[src/rtl/fifo_serial_tx.sv]
// fifo_serial_tx
//   Drain stage between a parallel FIFO and a board-level serial pin. When the
//   stage is enabled and the FIFO reports data, it strobes the FIFO read once,
//   captures the word on the following cycle, and shifts it out LSB-first as an
//   asynchronous frame: start bit, WIDTH data bits, optional parity bit, and
//   STOP_BITS stop bits, each lasting CLKS_PER_BIT clocks.
//
// Ports
//   clk        : system clock, rising edge
//   rst        : synchronous, active-high reset (aborts any frame in flight)
//   en         : stage enable; only gates the start of a new fetch
//   fifo_dor   : FIFO data-out-ready
//   fifo_data  : FIFO output word, valid the cycle after fifo_rd_en
//   fifo_rd_en : one-cycle FIFO read strobe
//   tx         : serial line, idles high
//   busy       : high from the read strobe through the last stop-bit cycle
//   frame_done : one-cycle pulse in the final cycle of the last stop bit
//   tx_count   : completed frames, wraps 255 -> 0
module fifo_serial_tx #(
    parameter int WIDTH        = 4,
    parameter int CLKS_PER_BIT = 16,
    parameter int PARITY_EN    = 1,
    parameter int PARITY_ODD   = 0,
    parameter int STOP_BITS    = 1
) (
    input  logic             clk,
    input  logic             rst,
    input  logic             en,
    input  logic             fifo_dor,
    input  logic [WIDTH-1:0] fifo_data,
    output logic             fifo_rd_en,
    output logic             tx,
    output logic             busy,
    output logic             frame_done,
    output logic [7:0]       tx_count
);

    typedef enum logic [2:0] {IDLE, FETCH, START, DATA, PARITY, STOP} state_t;

    localparam logic [15:0] BAUD_LAST   = 16'(CLKS_PER_BIT - 1);
    localparam logic [15:0] BAUD_PENULT = 16'(CLKS_PER_BIT - 2);
    localparam logic [7:0]  DATA_LAST   = 8'(WIDTH - 1);
    localparam logic [7:0]  STOP_LAST   = 8'(STOP_BITS - 1);
    localparam logic        ODD_SEL     = (PARITY_ODD != 0);

    state_t             state_reg, state_next;
    logic [15:0]        baud_reg, baud_next;
    logic [7:0]         bit_reg, bit_next;
    logic [WIDTH-1:0]   shift_reg, shift_next;
    logic               parity_reg, parity_next;
    logic               tx_reg, tx_next;
    logic               busy_reg, busy_next;
    logic               done_reg, done_next;
    logic               rd_en_reg, rd_en_next;
    logic [7:0]         count_reg, count_next;
    logic               baud_end;

    assign baud_end = (baud_reg == BAUD_LAST);

    always_ff @(posedge clk) begin
        if (rst) begin
            state_reg  <= IDLE;
            baud_reg   <= '0;
            bit_reg    <= '0;
            shift_reg  <= '0;
            parity_reg <= 1'b0;
            tx_reg     <= 1'b1;
            busy_reg   <= 1'b0;
            done_reg   <= 1'b0;
            rd_en_reg  <= 1'b0;
            count_reg  <= '0;
        end else begin
            state_reg  <= state_next;
            baud_reg   <= baud_next;
            bit_reg    <= bit_next;
            shift_reg  <= shift_next;
            parity_reg <= parity_next;
            tx_reg     <= tx_next;
            busy_reg   <= busy_next;
            done_reg   <= done_next;
            rd_en_reg  <= rd_en_next;
            count_reg  <= count_next;
        end
    end

    // Every output is registered, so the *_next values describe what the
    // outputs must show in the cycle after this edge, i.e. in state_next.
    always_comb begin
        state_next  = state_reg;
        baud_next   = baud_reg;
        bit_next    = bit_reg;
        shift_next  = shift_reg;
        parity_next = parity_reg;
        tx_next     = 1'b1;
        busy_next   = 1'b1;
        done_next   = 1'b0;
        rd_en_next  = 1'b0;
        // The count steps at the end of the frame_done cycle.
        count_next  = done_reg ? count_reg + 8'd1 : count_reg;

        case (state_reg)
            IDLE: begin
                baud_next = '0;
                bit_next  = '0;
                busy_next = 1'b0;
                if (en && fifo_dor) begin
                    state_next = FETCH;
                    rd_en_next = 1'b1;
                    busy_next  = 1'b1;
                end
            end

            // First FETCH cycle carries the read strobe; the word is only
            // valid on the second, where it is captured.
            FETCH: begin
                baud_next = '0;
                if (!rd_en_reg) begin
                    shift_next  = fifo_data;
                    parity_next = (^fifo_data) ^ ODD_SEL;
                    state_next  = START;
                    tx_next     = 1'b0;
                end
            end

            START: begin
                tx_next = 1'b0;
                if (baud_end) begin
                    baud_next  = '0;
                    state_next = DATA;
                    tx_next    = shift_reg[0];
                end else begin
                    baud_next = baud_reg + 16'd1;
                end
            end

            DATA: begin
                tx_next = shift_reg[0];
                if (baud_end) begin
                    baud_next  = '0;
                    shift_next = shift_reg >> 1;
                    if (bit_reg == DATA_LAST) begin
                        bit_next = '0;
                        if (PARITY_EN != 0) begin
                            state_next = PARITY;
                            tx_next    = parity_reg;
                        end else begin
                            state_next = STOP;
                            tx_next    = 1'b1;
                        end
                    end else begin
                        bit_next = bit_reg + 8'd1;
                        tx_next  = shift_next[0];
                    end
                end else begin
                    baud_next = baud_reg + 16'd1;
                end
            end

            PARITY: begin
                tx_next = parity_reg;
                if (baud_end) begin
                    baud_next  = '0;
                    state_next = STOP;
                    tx_next    = 1'b1;
                end else begin
                    baud_next = baud_reg + 16'd1;
                end
            end

            STOP: begin
                // Raise frame_done one cycle early so the registered pulse
                // lands on the final stop cycle.
                if ((bit_reg == STOP_LAST) && (baud_reg == BAUD_PENULT)) begin
                    done_next = 1'b1;
                end
                if (baud_end) begin
                    baud_next = '0;
                    if (bit_reg == STOP_LAST) begin
                        bit_next   = '0;
                        state_next = IDLE;
                        busy_next  = 1'b0;
                    end else begin
                        bit_next = bit_reg + 8'd1;
                    end
                end else begin
                    baud_next = baud_reg + 16'd1;
                end
            end

            default: begin
                state_next = IDLE;
                busy_next  = 1'b0;
            end
        endcase
    end

    assign fifo_rd_en = rd_en_reg;
    assign tx         = tx_reg;
    assign busy       = busy_reg;
    assign frame_done = done_reg;
    assign tx_count   = count_reg;

endmodule

[config.mk]
export PLATFORM = sky130hd
export DESIGN_NAME = fifo_serial_tx
export DESIGN_NICKNAME = d
export VERILOG_FILES = /design/src/rtl/fifo_serial_tx.sv
export SDC_FILE = /design/constraint.sdc
export NUM_CORES = 1
export LEC_CHECK = 0
export CAP_MARGIN = 40
export CORE_MARGIN = 8
export CORE_UTILIZATION = 40
export CTS_BUF_LIST = sky130_fd_sc_hd__clkbuf_4
export CTS_CLUSTER_DIAMETER = 200
export DETAILED_ROUTE_END_ITERATION = 10
export SYNTH_ARGS = -nofsm -noshare
export SYNTH_HDL_FRONTEND = slang
export SYNTH_SLANG_ARGS = --single-unit
[constraint.sdc]
create_clock -name clk -period 2.4 [get_ports clk]
set_input_delay 0.36 -clock clk [delete_from_list [all_inputs] [get_ports clk]]
set_output_delay 0.36 -clock clk [all_outputs]
set_load 0.1 [all_outputs]
# After elaboration in Yosys (flattened, before gate mapping)
# Index checks and enable logic that the tools add are counted.
[op_classes] add_sub_neg=3 n_eq_ne=16 mux=30 bitwise=3 n_reduce_logical=17
[ops] op="== test 16 x 4 -> 1 bit (second input constant)" n=2
[ops] op="2-to-1 mux 8 bit" n=4
[ops] op="case mux 16 bit (2 select lines)" n=1
[ops] op="2-to-1 mux 3 bit" n=8
[ops] op="case mux 8 bit (3 select lines)" n=1
[ops] op="case mux 3 bit (6 select lines)" n=1
[ops] op="adder 16 x 1 -> 16 bit (second input constant)" n=1
[ops] op="adder 8 x 1 -> 8 bit (second input constant)" n=2
[ops] op="2-to-1 mux 16 bit" n=1
[ops] op="!= test 2 bit (second input constant)" n=8
[ops] op="2-to-1 mux 1 bit" n=9
[ops] op="== test 8 x 2 -> 1 bit (second input constant)" n=1
[ops] op="logical NOT 8 bit" n=1
[ops] op="2-to-1 mux 4 bit" n=2
[ops] op="case mux 4 bit (2 select lines)" n=1
[ops] op="AND reduction 8 bit" n=1
[ops] op="OR reduction 4 bit" n=2
[ops] op="== test 3 x 2 -> 1 bit (second input constant)" n=2
[ops] op="== test 3 bit (second input constant)" n=2
[ops] op="AND reduction 3 bit" n=2
[ops] op="OR reduction 2 bit" n=3
[ops] op="case mux 1 bit (4 select lines)" n=1
[ops] op="nonzero test 2 bit" n=2
[ops] op="parity 4 bit" n=1
[ops] op="7 further kinds" n=10
[totals] reg_bits=44 input_bits=8 out_inout_bits=12 wordCells=79

# Longest topological paths before layout
[depth] ltp_word=4 depth_mapped=7 mapped_depth_nobuf=7

# Worst setup path after synthesis
# Ideal clock, no wire load.
[synth_timing] path_kind="register to register" start="register done_reg (netlist: frame_done)" end="register count_reg[5] (netlist: tx_count[5])" setup_ps=70 arrival_time_ps=1953 required_time_ps=2330 path_slack_ps=376 stages_incl_launch_ff=5 path_buffers=1 synth_period_minus_slack_ps=2024 cell_sequence="dfxtp_1 -> clkbuf_1 -> nand4_1 -> or3_1 -> a21oi_1"
[synth_lines] item="start: declaration" line_no="53" rtl="logic done_reg, done_next;"
[synth_lines] item="start signal: assignment" line_no="80" rtl="done_reg <= done_next;"
[synth_lines] item="end signal: assignment" line_no="82" rtl="count_reg <= count_next;"
[synth_lines] item="end: declaration" line_no="55" rtl="logic [7:0] count_reg, count_next;"

# Worst setup path in the final report
[layout_timing] start="register baud_reg[1]" end="register shift_reg[0]"
[layout_via] elab_chain_len=3
[layout_rtl] item="start: declaration" line_no="47" rtl="logic [15:0] baud_reg, baud_next;"
[layout_rtl] item="start signal: assignment" line_no="74" rtl="baud_reg <= baud_next;"
[layout_rtl] item="== test 16 x 4 -> 1 bit" line_no="58" rtl="assign baud_end = (baud_reg == BAUD_LAST);"
[layout_rtl] item="!= test 2 bit (no line)"
[layout_rtl] item="AND reduction 3 bit (no line)"
[layout_rtl] item="end signal: assignment" line_no="76" rtl="shift_reg <= shift_next;"
[layout_rtl] item="end: declaration" line_no="49" rtl="logic [WIDTH-1:0] shift_reg, shift_next;"
# No other way between the ends.
# A chain may end at the register's enable or synchronous reset.

==> results.md <==
Route:
- Dividing the detail-routed wire length by the instance count gives approximately 14 µm.
- For this block, the routed nets add up to 4880 µm of wire.
- The number of nets still failing antenna checks after routing is 0.
- The number of DRC markers after the initial detailed-route iteration is 56.
- The via total after detailed routing is ~1.9k.
- The first-pass iteration count of the detailed router is 4.
- For this run, design rule violations remaining after detail routing come to 0.
- The post-detailed-route via-to-cell ratio is roughly 5.4.

Synth:
- Sequential cells were found to cover approximately 39% of the synthesized design area.
- The async set-or-reset flop fraction in the synthesized netlist is 0%.
- The post-synthesis cell count is 267.
- Measured against the total synthesized area, the mux share comes to under 10%.
- The count of flip-flops with a built-in enable after synthesis is 0.
- In this run the mean area of a mapped cell was ~8.5 µm².
- The count of different cell masters after synthesis is between 40 and 50.
- The post-synthesis sequential element count is 44.
- Summing the areas of all fa, ha and maj instances in the mapped netlist gives 3.85% of the synthesized area.
- The simple-gate share of the synthesized area is about 30%.
- Of the total synthesized cell area, the portion taken by XOR and XNOR cells is 8.48%.
- In this run the cell area of the synthesized design comes to 0.00227 mm².
- The dominant combinational cell family by area after synthesis is simple AND/OR/NAND/NOR gates.
- The count of warnings emitted by yosys is 0.
- In the synthesized netlist the dominant register cell turns out to be dfxtp_1.
- Summing the areas of all compound-gate instances in the mapped netlist gives 13.8% of the synthesized area.
- Synthesis produced a netlist with a net count of between 200 and 300.

Global route:
- The initial antenna violation count is 0.
- The final global-route overflow total is 0.
- Global routing used between 10% and 20% of the available tracks across all layers.
- The pin count of the biggest net entering global routing is 15.
- The global-route wire length before repair is 8540 µm.
- The via count of the first global-routing pass was 1,824.

Job:
- The max-cap check violation count is 0.

Place:
- The final weighted congestion in routability-driven placement is between 0.7 and 0.8.
- The placed wire-length estimate after detailed placement is ~3600 µm.
- Buffers placed on the I/O ports in this run total 19.
- The number of cells in the design after placement is around 350.

Clock tree:
- The clock net in this run drives a total of 44 sinks.
- The number of buffers created by CTS is 5.
- The clock edge transition at the registers on the reported setup and hold paths is around 0.14 ns.
- CTS placed an instance of clkbuf_4 at the clock tree root.
- No sink is reached through more buffers than the 2 on the longest clock path.
- The clock insertion delay at the later pin of the skew report is roughly 0.35 ns.
- After clock tree synthesis, the setup repair step added 0 buffers.
- The number of hold buffers added after cts is 0.
- The number of levels in the clock H-tree is 2.
- Gates resized during post-CTS repair numbered 0.
- The TritonCTS clock tree is done.

Setup path:
- At the worst endpoint, the required time is roughly 2.7 ns.
- The kind of critical path is flip-flop to flip-flop.
- Of all nets on the critical path, the largest fanout is 12.
- The critical path's largest stage delay is about 0.45 ns.
- Data on the critical path arrives at its endpoint at 2.38 ns.
- The worst setup path is launched from a flip-flop.
- The worst setup path is captured at a flip-flop.
- Traced cell by cell, the critical path runs through ha_1, and3_1, nand4_1, o21ai_2, nor2_1, a311oi_1.
- The slowest stage of the critical path is the nand4_1 cell.

Floorplan:
- The width of the die is just over 90 µm.
- The total number of placement rows is 27.
- In this run the count of I/O pins placed on the die edge is 20.
- The initial utilization of the core area, before any placement, comes to between 40% and 50%.
- The core region is about 0.0055 mm².
- In this run the vertical extent of the chip is approximately 91 µm.
- The die covers around 0.0083 mm².

Finish:
- The most common library cell in the layout ignoring fill and taps is dfxtp_1.
- The register with the most flip-flops in the layout has 16 of them.
- Relative to the synthesized area, the layout overhead comes to 13.3%.
- The count of placed standard cells in the final layout, fillers left out is between 300 and 400.
- For this run, the post-layout net count is 303.
- In the final layout, the share of cells above drive strength 1 is between 10% and 20%.
- Leaving out fill and tap cells, the most frequent cells in the layout are 44 x dfxtp_1, 36 x nor2_1, 22 x nand2_1, 20 x buf_4, 17 x a21oi_1.
- 0 antenna diodes ended up in the layout.

Power:
- IR analysis of the VDD net gives a maximum drop of roughly 0.34 mV.
- Summed over all cells, the static leakage comes to 0.964 nW.
- After layout, the design draws a total of 1.84 mW.
- In this run the power density over the cells is just over 700 mW/mm².

Timing:
- The worst path needs about 2.1 ns of the cycle, external delays included.
- The final clock period utilization by the worst path is between 80 and 90%.
- Setup violations remaining at the end of the flow were counted as 0.
- The final count of pins violating max slew is 0.
- The clock tree skew after final layout is approximately 0.0082 ns.
- Setup repair after global routing left no endpoint under its margin.
- The maximum achievable frequency is ~470 MHz.
- Measured against its own limit, the worst slew margin works out to about 64%.
- For the pin with the worst max-slew slack, the measured transition is 0.534 ns.
- For the final routed database, the setup TNS stands at 0 ns.
- The hold violation count in the final report is 0.

Worst hold path:
- The path class of the lowest-slack min-delay path is flip-flop to flip-flop.

Outcome:
- The flow ran to the end, and the final reports show no timing, DRC or antenna violations.
-- power breakdown --
part	total (mW)	internal [mW]	switching (mW)
Combinational	0.637	0.234	0.403
Clock	0.354	0.108	0.246
Sequential	0.847	0.793	0.0542
-- worst paths after layout --
path	cells after the start	from	slack, ns	to
hold / removal	2	bit_reg[7]	0.49	bit_reg[7]
hold reg to reg	2	bit_reg[7]	0.49	bit_reg[7]
setup reg to reg	6	baud_reg[1]	0.29	shift_reg[0]
setup / recovery	6	baud_reg[1]	0.29	shift_reg[0]
-- synth_stat cells, types with 5 or more instances --
master    number  area share, %
dfxtp_1       44             39
xor2_1        15            5.8
ha_1           7            3.9
inv_1          5           0.83
nand2_1       22            3.6
and3_1         6            1.7
a21oi_1       17            3.7
nor2_1        36            5.9
xnor2_1        7            2.7
or3_1          9            2.5
nand3_1       13            2.9
nand4_1        9            2.5
o21ai_0       10            2.2
clkbuf_1       8            1.3
-- per-stage QoR --
step | utilization (%) | worst slack, ns | hold WS (ns) | cell area [µm²]
after floorplan | - | 0.376 | 0.447 | 2270
after global placement | 45.8 | 0.384 | 0.464 | 2520
after detailed placement | 45.8 | 0.317 | 0.468 | 2520
after CTS | 46.7 | 0.277 | 0.490 | 2570
after global routing | 46.7 | 0.0831 | 0.522 | 2570
final | 46.7 | 0.290 | 0.491 | 2570
-- critical path, delay by kind of cell, from the launching register on --
family / cells / cell delay [ns]
DFF: 1 / 0.43
AOI/OAI and AO/OA: 2 / 0.68
and+or+nand+nor: 3 / 0.73
adders and majority gates: 1 / 0.18
-- logic make-up (layout without fill, tap and decap cells) --
group	after synthesis	count (layout)
AND/OR/NAND/NOR	123	123
AO/OA/AOI/OAI	49	49
flip-flops	44	44
XOR/XNOR	22	22
buffers and inverters	18	40
adder cells (fa/ha/maj)	7	7
multiplexers	4	4
-- metal layers --
layer | vias up | share of wire, % | track usage, %
li1 | 996 | - | -
met1 | 905 | 49 | 15.6
met2 | 25 | 47 | 19.8
met3 | 8 | 3.4 | 3.05
met4 | 0 | 1.1 | 3.68
met5 | - | 0 | 0
-- final cells by class --
cell class	instances	area, µm²
flip-flops and latches	44	881
clock inverters	3	13.8
multi-input cells	205	1310
clock buffers	5	37.5
repair buffers	27	220
well taps	72	90.1
inverters	5	18.8
fillers	556	2930
No activity file was read; power rests on OpenSTA's default activity.
==> patch 1 (same flow settings) <==
`WIDTH`: 4 -> 6.
--- a/src/rtl/fifo_serial_tx.sv
+++ b/src/rtl/fifo_serial_tx.sv
@@ -19,3 +19,3 @@
 module fifo_serial_tx #(
-    parameter int WIDTH        = 4,
+    parameter int WIDTH        = 6,
     parameter int CLKS_PER_BIT = 16,
Interface: changed (resized fifo_data); port bits go from 20 to 22. The function was not compared with the original's and may differ.
==> patch 1 against the unedited design <==
- clock skew increased by 0.0065 ns
- core utilization increased by 1.0 points
- critical path depth decreased by 1
- wire length increased by 2.9%
- design area increased by 7.9%
- critical path type unchanged
- worst setup slack got worse by 0.14 ns
- synthesized area increased by 3.4%
- highest routed layer unchanged
- global-route usage decreased by 0.44 points
- non-clock buffer count increased by 12
- sequential cell count increased by 2
- fmax decreased by 6.1%
- clock power increased by 25%
- power increased by 9.9%
==> patch 1: results (changes against the unedited design) <==
- M2 GR Usage: 19.1% (-0.64 points)
- Commonest cells in the netlist: dfxtp_1 (46), nor2_1 (34), nand2_1 (23), a21oi_1 (20), o21ai_0 (15)
- Initial DRC Count: 88 (+57%)
- Layout cells sized above 1: 15.4% (+2.9 points)
- Final Wtd Congestion: 0.756 (-4.9%)
- P_leak: 0.996 nW (+3.4%)
- Clock Latency Late Sink: 0.35 ns (about the same)
- Ys flop type: dfxtp_1
- Filler Cell Count: 581 (+4.5%)
- Clock root buffer: clkbuf_4
- Num CTS Buffers: 5 (unchanged)
- Max clock buf depth: 2 (unchanged)
- Library cells used by synthesis: 44 (-4.3%)
- CTS resizes: 0 (unchanged)
- Hold/Removal Path Class: register to register
- Vias per cell: 5.17 (-3.4%)
- First-pass GRT wire length: 8.42 mm (-1.4%)
- Ys async rst share: 0% (unchanged)
- Syn. warnings: 0 (unchanged)
- Ranking of synthesized cells by area: dfxtp_1 (39%), nor2_1 (5.4%), xnor2_1 (4.5%), xor2_1 (4.5%), a21oi_1 (4.3%)
- Outcome: finished, final reports clean
- Drt first pass iters: 4 (unchanged)
- Max reg flops: 16 (unchanged)
- Antenna violations before repair: 0 (unchanged)
- Met1 Usage GRT: 15.2% (-0.35 points)
- CP arrival: 2.51 ns (+0.13 ns)
- Buffers on Ports: 21 (+2)
- Maximum vdd drop: 0.409 mV (+19%)
- Postcts setup bufs: 0 (unchanged)
- Setup Skew: 0.0146 ns (+0.00646 ns)
- Worst slew pin tran: 0.471 ns (-0.0623 ns)
- Clock-pin slew on the worst setup and hold paths: 0.12 ns (-0.02 ns)
- Met3 GRT Util: 2.91% (-0.13 points)
- Post-Syn Nets: 295 (+4.6%)
- Hpwl dp: 3.85 mm (+7.1%)
- Crit Path Max Fanout: 10 (-2)
- # diodes: 0 (unchanged)
- Final WL: 5.03 mm (+2.9%)
- Nets: 330 (+8.9%)
- Sequential-to-total area share from yosys stat: 39.2% (+0.42 points)
- Gr usage total: 11.8% (-0.44 points)
- CTS H-tree depth: 2 (unchanged)
- Largest net degree at the start of global routing: 18 (+3)
- Vias in the first global route: 1866 (+2.3%)
## patch 1: area by class of cell
class                      count  area [sq um]  area share [%]
timing repair buffer          39           315            11.4
multi-input combinational    212          1350            48.4
clock buffer                   5          37.5            1.35
clock inverter                 2          33.8            1.22
sequential                    46           921            33.2
inverter                       8          30.0            1.08
tap                           75          93.8            3.38
## patch 1: cell families (layout without fill, tap and decap cells)
kind of cell / count (synthesis) / count (layout) / synth area share [%]
buffers and inverters: 19 / 54 / 3.57
DFF: 46 / 46 / 39.2
xor gates and xnor gates: 24 / 24 / 8.95
muxes: 2 / 2 / 0.905
AOI/OAI and AO/OA: 56 / 56 / 15.3
and+or+nand+nor: 122 / 122 / 27.8
adders and majority gates: 8 / 8 / 4.26
## patch 1: worst paths after layout
check | from | endpoint | slack, ns | depth (start not counted)
setup / recovery | baud_reg[11] | shift_reg[1] | 0.15 | 5
hold / removal | tx_count[7] | tx_count[7] | 0.50 | 2
setup reg to reg | baud_reg[11] | shift_reg[1] | 0.15 | 5
hold reg to reg | tx_count[7] | tx_count[7] | 0.50 | 2
## patch 1: power breakdown
group	internal (mW)	total, mW	switching, mW
clock	0.211	0.442	0.231
combinational	0.264	0.677	0.413
sequential	0.837	0.902	0.0651
total	1.31	2.02	0.708
## patch 1: stage by stage
step	cells	setup WS (ns)	cell area, sq um	util, %
global placement	380	0.202	2710	46.5
finish	387	0.152	2780	47.7
CTS	387	0.110	2780	47.7
global route	387	0.0136	2780	47.7
detailed placement	380	0.142	2710	46.5
floorplan	277	0.242	2350	-
## patch 1: worst max-delay path, stage by stage, from the launching register on
cell and delay [ns]:
dfxtp_1 0.38, or4_4 0.57, or4_4 0.63, o21ai_4 0.28, nor2_1 0.08, a311oi_1 0.23
## patch 1: per-layer routing
metal / share of wire [%] / up-vias
li1: - / 1060
met1: 49 / 919
met2: 47 / 19
met3: 3.3 / 4
met4: 0.68 / 0
met5: 0 / -
==> patch 2 (same settings) <==
Made on the original files. Add an input register stage for `en`, `fifo_dor` and `fifo_data`; this delays them by one clock. Comments in the files are not updated.
--- a/src/rtl/fifo_serial_tx.sv
+++ b/src/rtl/fifo_serial_tx.sv
@@ -45,2 +45,12 @@
 
+    logic en_q;
+    logic fifo_dor_q;
+    logic [WIDTH-1:0] fifo_data_q;
+
+    always_ff @(posedge clk) begin
+        en_q        <= en;
+        fifo_dor_q  <= fifo_dor;
+        fifo_data_q <= fifo_data;
+    end
+
     state_t             state_reg, state_next;
@@ -105,3 +115,3 @@
                 busy_next = 1'b0;
-                if (en && fifo_dor) begin
+                if (en_q && fifo_dor_q) begin
                     state_next = FETCH;
@@ -117,4 +127,4 @@
                 if (!rd_en_reg) begin
-                    shift_next  = fifo_data;
-                    parity_next = (^fifo_data) ^ ODD_SEL;
+                    shift_next  = fifo_data_q;
+                    parity_next = (^fifo_data_q) ^ ODD_SEL;
                     state_next  = START;
Check against the original RTL: not equivalent (Yosys sat finds a counterexample within 4 cycles, from zero or initial values and one cycle with rst high).
==> patch 2 against the unedited design <==
- synthesized area up 7.9%
- global-route usage up 0.13 points
- wire length up 1.5%
- sequential cell count up 6
- via count up 2.6%
- worst setup slack better by 0.077 ns
- design area up 9.0%
Power is not compared: it rests on default switching activity, and its combinational part moved more than twofold at a synthesized area within 25%.
==> patch 2: results (changes against the unedited design) <==
- Setup Skew: 0.0134 ns (+0.00529 ns)
- Clock Latency Late Sink: 0.37 ns (+0.02 ns)
- Sequential-to-total area share from yosys stat: 40.8% (+2.1 points)
- Hold/Removal Path Class: primary input to register
- CP arrival: 2.31 ns (-0.07 ns)
- Crit Path Max Fanout: 6 (-6)
- Final WL: 4.96 mm (+1.5%)
- Slowest cell on crit path: or4_4
- Layout cells sized above 1: 12.6% (+0.12 points)
- Rel. slew slack: 60.3% (-4.1 points)
- Post-Syn Nets: 301 (+6.7%)
- Gr usage total: 12.3% (+0.13 points)
- Hold Crit Depth: 1 (-1)
- Vias per cell: 5.15 (-3.8%)
- CP peak stage delay: 0.57 ns (+0.12 ns)
- Library cells used by synthesis: 44 (-4.3%)
- Filler Cell Count: 590 (+6.1%)
- Drt first pass iters: 4 (unchanged)
- # diodes: 0 (unchanged)
- Outcome: finished, final reports clean
- Commonest cells in the netlist: dfxtp_1 (50), nor2_1 (48), nand2_1 (21), xor2_1 (20)
- Worst Reg-to-Reg Cells: 5 (-1)
- Final Wtd Congestion: 0.783 (-1.5%)
- Largest net degree at the start of global routing: 23 (+8)
- Initial DRC Count: 123 (+120%)
- Maximum vdd drop: 0.282 mV
- Ranking of synthesized cells by area: dfxtp_1 (41%), nor2_1 (7.4%), xor2_1 (7.1%), ha_1 (4.1%), nand4_1 (3.3%)
- Vias in the first global route: 1937 (+6.2%)
- Nets: 325 (+7.3%)
patch 2: layer usage:
layer	global-route usage [%]	routed length, microns	vias up
li1	-	-	1043
met1	16.8	2660	912
met2	18.1	2090	24
met3	3.52	154	5
met4	3.96	58	0
met5	0	0	-
patch 2: area by class of cell:
type                    instances  share of cell area, %
well taps                      75                   3.35
flip-flops and latches         50                   35.7
inverters                       8                   1.07
multi-input cells             217                   49.1
clock buffers                   5                   1.34
repair buffers                 27                   7.85
clock inverters                 3                   1.61
patch 2: kinds of logic after synthesis:
| group | after synthesis | share of synthesized area (%) |
|---|---|---|
| AO/OA/AOI/OAI | 35 | 8.98 |
| XOR/XNOR | 29 | 10.4 |
| adder cells (fa/ha/maj) | 8 | 4.08 |
| buffers and inverters | 18 | 2.96 |
| flip-flops | 50 | 40.8 |
| multiplexers | 7 | 2.96 |
| AND/OR/NAND/NOR | 138 | 29.8 |
patch 2: path summary, 6_finish.rpt:
kind / start / end / slack [ns]
max: bit_reg[2] / tx / 0.37
min: fifo_data[0] / fifo_data_q[0] / 0.41
min reg2reg: en_q / fifo_rd_en / 0.50
max reg2reg: bit_reg[2] / tx / 0.37
patch 2: power breakdown:
part / switching [mW] / internal [mW] / total [mW]
clock: 0.276 / 0.219 / 0.495
combinational: 0.140 / 0.0976 / 0.238
sequential: 0.0392 / 0.862 / 0.901
total: 0.456 / 1.18 / 1.63
patch 2: stage by stage:
stage / area [sq um] / hold WS, ns / cells / setup slack, ns
after global placement: 2720 / 0.477 / 377 / 0.443
after CTS: 2810 / 0.396 / 385 / 0.373
final: 2810 / 0.414 / 385 / 0.367
after global routing: 2810 / 0.375 / 385 / 0.218
after floorplan: 2450 / 0.388 / 285 / 0.396
after detailed placement: 2720 / 0.488 / 377 / 0.378
